<file path="src/rtl/tranif1_switch.sv">
// tranif1_switch: clocked bidirectional pass switch with strength resolution and optional charge hold
module tranif1_switch #(
    parameter bit CHARGE_HOLD = 1'b0
) (
    input  logic       clk,
    input  logic       rst,
    input  logic [1:0] gate,
    input  logic [1:0] a_drv_val,
    input  logic [1:0] a_drv_str,
    input  logic [1:0] b_drv_val,
    input  logic [1:0] b_drv_str,
    output logic [1:0] a_val,
    output logic [1:0] a_str,
    output logic [1:0] b_val,
    output logic [1:0] b_str,
    output logic       gate_on
);
    localparam logic [1:0] L_Z = 2'b10;
    localparam logic [1:0] L_X = 2'b11;

    function automatic logic [3:0] resolve(input logic [1:0] pv, ps, qv, qs);
        return (ps > qs) ? {pv, ps} :
               (qs > ps) ? {qv, qs} :
               (ps == 2'd0) ? {L_Z, 2'd0} :
               {(pv == qv) ? pv : L_X, ps};
    endfunction

    logic       r_gate;
    logic [1:0] r_qa, r_qb;
    logic       w_g, w_a_nd, w_b_nd;
    logic [3:0] w_a, w_b, w_r, w_ra, w_rb, w_m, w_oa, w_ob;
    logic [1:0] w_ha, w_hb;

    always_comb begin
        w_g    = gate[1] ? r_gate : gate[0];
        w_a_nd = (a_drv_val == L_Z) || (a_drv_str == 2'd0);
        w_b_nd = (b_drv_val == L_Z) || (b_drv_str == 2'd0);
        w_a    = w_a_nd ? {L_Z, 2'd0} : {a_drv_val, (a_drv_str == 2'd3) ? 2'd2 : a_drv_str};
        w_b    = w_b_nd ? {L_Z, 2'd0} : {b_drv_val, (b_drv_str == 2'd3) ? 2'd2 : b_drv_str};
        w_r    = resolve(w_a[3:2], w_a[1:0], w_b[3:2], w_b[1:0]);
        w_ra   = w_g ? w_r : w_a;
        w_rb   = w_g ? w_r : w_b;
        // Connected stores share charge; an uncharged (Z) store contributes nothing
        w_m    = resolve(r_qa, (r_qa == L_Z) ? 2'd0 : 2'd1, r_qb, (r_qb == L_Z) ? 2'd0 : 2'd1);
        w_ha   = CHARGE_HOLD ? (w_g ? w_m[3:2] : r_qa) : L_Z;
        w_hb   = CHARGE_HOLD ? (w_g ? w_m[3:2] : r_qb) : L_Z;
        w_oa   = (w_ra[1:0] != 2'd0) ? w_ra : {w_ha, 2'd0};
        w_ob   = (w_rb[1:0] != 2'd0) ? w_rb : {w_hb, 2'd0};
    end

    always_ff @(posedge clk) begin
        if (rst) begin
            r_gate         <= 1'b0;
            r_qa           <= L_Z;
            r_qb           <= L_Z;
            {a_val, a_str} <= {L_Z, 2'd0};
            {b_val, b_str} <= {L_Z, 2'd0};
        end else begin
            r_gate         <= w_g;
            r_qa           <= (w_ra[1:0] != 2'd0) ? w_ra[3:2] : r_qa;
            r_qb           <= (w_rb[1:0] != 2'd0) ? w_rb[3:2] : r_qb;
            {a_val, a_str} <= w_oa;
            {b_val, b_str} <= w_ob;
        end
    end

    assign gate_on = r_gate;
endmodule

</file>
<file path="config.mk">
export PLATFORM = sky130hd
export DESIGN_NAME = tranif1_switch
export DESIGN_NICKNAME = d
export VERILOG_FILES = /design/src/rtl/tranif1_switch.sv
export SDC_FILE = /design/constraint.sdc
export NUM_CORES = 1
export LEC_CHECK = 0
export CORE_MARGIN = 10
export CORE_UTILIZATION = 35
export CTS_CLUSTER_DIAMETER = 200
export DETAILED_ROUTE_END_ITERATION = 6
export PLACE_DENSITY = 0.65
export SLEW_MARGIN = 20
export SYNTH_ARGS = -nofsm -noshare
export SYNTH_HDL_FRONTEND = slang
export SYNTH_SLANG_ARGS = --single-unit
</file>
<file path="constraint.sdc">
create_clock -name clk -period 2.26 [get_ports clk]
set_clock_uncertainty 0.05 [all_clocks]
set_input_delay 0.678 -clock clk [delete_from_list [all_inputs] [get_ports clk]]
set_output_delay 0.678 -clock clk [all_outputs]
set_load 0.01 [all_outputs]
</file>
==> implementation parameters <==
Parameter                              Value

Outcome
  Result of the run ... finished clean

Finish
  Filler Cell Count ... 149
  Most frequent standard cell in the layout excluding fill and tap cells ... sky130_fd_sc_hd__buf_4
  Fraction of layout instances using a drive strength above 1 ... 0.441
  Sequential cell area ... 180 µm²
  Layout Area Growth over Synthesis ... 76.1%
  Cell area after layout ... 1150 µm²
  ANT cells ... 0
  Post-layout nets ... 134
  Total area of multi-input combinational cells ... 533 µm²
  Commonest cells after routing, fill and taps aside ... sky130_fd_sc_hd__buf_4 (22), sky130_fd_sc_hd__clkdlybuf4s50_1 (12), sky130_fd_sc_hd__dfxtp_1 (9)

Power
  Fraction of power spent switching nets ... 0.315
  Internal power ... 0.372 mW
  Seq pwr share ... 0.325
  Portion of total power attributed to combinational logic ... 0.452
  Switching power total ... 0.171 mW
  Maximum vdd drop ... 0.000230 V
  Power per standard cell area ... 472 nW/µm²
  Leak Pwr ... 0.480 nW
  Clock power frac ... 0.224

Place
  Total of buffers placed on input and output ports ... 20
  Detail Placement HPWL ... 1.53 mm
  Placer's final routability congestion estimate ... 0.787
  Placed cell area ... 1020 µm²

Synthesis
  Warnings from Yosys ... 0
  Netlist area before placement ... 653 µm²
  Post-synth net total ... 87
  Cell count after synthesis ... 72
  Part of the Yosys area used for sequential elements ... 0.276
  Average size of a mapped cell ... 9.07 µm²
  Synth Register Bits ... 9
  Count of cell types in the netlist ... 40

GRT
  First-pass GRT wire length ... 3.23 mm
  Layer with the highest usage ... met2
  Global-route congestion overflow total ... 0
  Antenna violations before repair ... 0
  Met1 global-route usage ... 0.0933
  Via count of the first global-routing pass ... 727
  Global routing usage on met2 ... 0.190
  Global-route track usage on met3 ... 0.0177
  Maximum number of pins on one net before global-route repair ... 11
  Overall track demand over capacity in global routing ... 0.0961

Setup path
  Worst-path maximum fanout ... 6
  Type of destination of the critical path ... flip-flop
  Worst EP arrival ... 2.28 ns
  Critical register-to-register path endpoint ... b_val[0]
  Reg2reg path depth ... 5
  Critical Path Start Type ... primary input
  Register-to-Register Setup Slack ... 0.94 ns
  Reg-to-reg critical path startpoint ... gate_on
  Endpoint required time on the critical path ... 2.35 ns
  Kind of critical path ... in -> reg

STA
  Maximum achievable frequency ... 0.456 GHz
  Setup repair after global routing missed its margin ... false
  Share of the cycle needed by the critical path after routing ... 0.971
  Crit path time final ... 2.20 ns
  Final slew viol count ... 0
  Number of setup violations in the final report ... 0
  Hold Vio Cnt, Final ... 0
  Slew of the pin with the lowest slew margin ... 0.344 ns
  Worst hold slack ... 0.661 ns
  Normalized max-slew margin ... 0.768

Die
  Top Ports ... 21
  Number of cell rows ... 15
  Die boundary height ... 63.2 µm
  Die Footprint ... 3990 µm²
  Core Region ... 1750 µm²
  Initial core utilization ... 0.374
  Width of the chip ... 63.2 µm

CTS
  Latest clock arrival within the worst-skew pair ... 0.25 ns
  CTS Sinks ... 9
  CTS Hold Buffers Added ... 0
  CTS buffer count ... 3
  Clock tree from TritonCTS ... done
  Clock transition at the registers of the reported paths ... 0.06 ns
  CTS root buf ... sky130_fd_sc_hd__clkbuf_4
  Number of H-tree levels ... 1
  CTS Buffer Depth ... 2

Route
  Via density per instance ... 5.22
  Number of iterations in the first detailed-routing pass ... 4
  WL/cell ... 14.1 µm
  Post-route antenna net violation count ... 0
  Vias after detailed routing ... 746
  Final routed DRC violation total ... 0
  WL final ... 2.02 mm
  Initial drt markers ... 16

Worst hold path
  Min-delay worst type ... reg -> reg
  Worst Hold End ... gate_on
  Hold Crit Start ... gate_on
  Hold Path Stages ... 3

Job
  Max-cap violations ... 0
[worst max-delay path by stage]
stage / start / end / slack [ns] / cells after the start
finish: b_drv_val[1] / b_val[1] / 0.06 / 9
global route: b_drv_val[1] / b_val[0] / 0.005 / 9
CTS: a_drv_val[1] / b_val[1] / 0.05 / 8
detailed placement: a_drv_val[1] / b_val[1] / -0.55 / 8
global placement: a_drv_val[1] / a_val[1] / -0.52 / 8
floorplan: b_drv_val[0] / a_val[1] / 0.06 / 8
[registers in the layout (all words and copies together), names as in the netlist]
signal	count
b_str	2
a_val	2
b_val	2
a_str	2
gate_on	1
[final cells by class]
type / count / share of cell area
Sequential cell: 9 / 0.157
Clock buffer: 4 / 0.0229
Inverter: 3 / 0.00979
Tap cell: 25 / 0.0272
Timing Repair Buffer: 43 / 0.320
Multi-Input combinational cell: 59 / 0.464
[metal layers]
| layer | up-vias | routed length (µm) |
|---|---|---|
| li1 | 365 | - |
| met1 | 359 | 782 |
| met2 | 22 | 1110 |
| met3 | 0 | 125 |
| met4 | 0 | 0 |
| met5 | - | 0 |
[what timing repair did]
action / CTS / global route
pin swaps: 9 / 4
setup endpoints to repair: 6 / 4
cloned: 0 / 0
setup buffers: 3 / 1
resized for setup: 23 / 6
[power by group through the flow]
| stage | registers, mW | logic, mW | clock network (mW) |
|---|---|---|---|
| after global placement | 0.180 | 0.213 | 0 |
| after floorplan | 0.188 | 0.101 | 0 |
| after detailed placement | 0.180 | 0.217 | 0 |
| after CTS | 0.176 | 0.239 | 0.123 |
| final | 0.176 | 0.245 | 0.122 |
| after global routing | 0.178 | 0.261 | 0.129 |
[through the flow]
stage	setup WS, ns	cells	setup TNS [ns]	utilization	power, mW
3_5_place_dp	-0.547	135	-2.99	0.586	0.397
3_3_place_gp	-0.524	135	-2.81	0.586	0.393
5_1_grt	0.00490	143	0	0.659	0.568
6_report	0.0648	143	0	0.659	0.543
4_1_cts	0.0535	142	0	0.654	0.539
2_1_floorplan	0.0598	72	0	-	0.289
[kinds of logic after synthesis]
kind of cell,count (synthesis),synth area share
fa+ha+maj,3,0.0575
buf+inv,4,0.0230
simple gates,29,0.255
mux,3,0.0536
compound gates,23,0.322
xor+xnor,1,0.0134
flops,9,0.276
[worst max-delay path: stages]
cell                              delay [ns]
sky130_fd_sc_hd__clkdlybuf4s15_1        0.21
sky130_fd_sc_hd__nand2b_4               0.09
sky130_fd_sc_hd__and3b_2                0.19
sky130_fd_sc_hd__inv_2                  0.05
sky130_fd_sc_hd__ha_4                   0.26
sky130_fd_sc_hd__nand2b_4               0.08
sky130_fd_sc_hd__a2111oi_4              0.42
sky130_fd_sc_hd__a311o_1                0.21
sky130_fd_sc_hd__nand3_1                0.09
[Yosys cell counts, drive strengths merged]
cell,n,share of area
a2111oi,1,0.042
a21oi,4,0.042
a221oi,1,0.023
a311o,1,0.015
a311oi,2,0.046
a31oi,1,0.0096
and2,1,0.0096
and3b,1,0.015
buf,1,0.0057
dfxtp,9,0.28
ha,3,0.057
inv,3,0.017
mux2,1,0.017
mux2i,2,0.036
nand2,5,0.029
nand2b,3,0.040
nand3,4,0.031
nand3b,1,0.011
nor2,8,0.050
nor2b,2,0.023
nor3,1,0.0077
o211ai,1,0.011
o21ai,6,0.052
o21ba,1,0.015
o21bai,2,0.029
o22ai,1,0.0096
o31a,1,0.013
o41ai,1,0.013
or2b,1,0.011
or3,1,0.0096
or4,1,0.017
xor2,1,0.013
(Power assumes the default switching activity.)
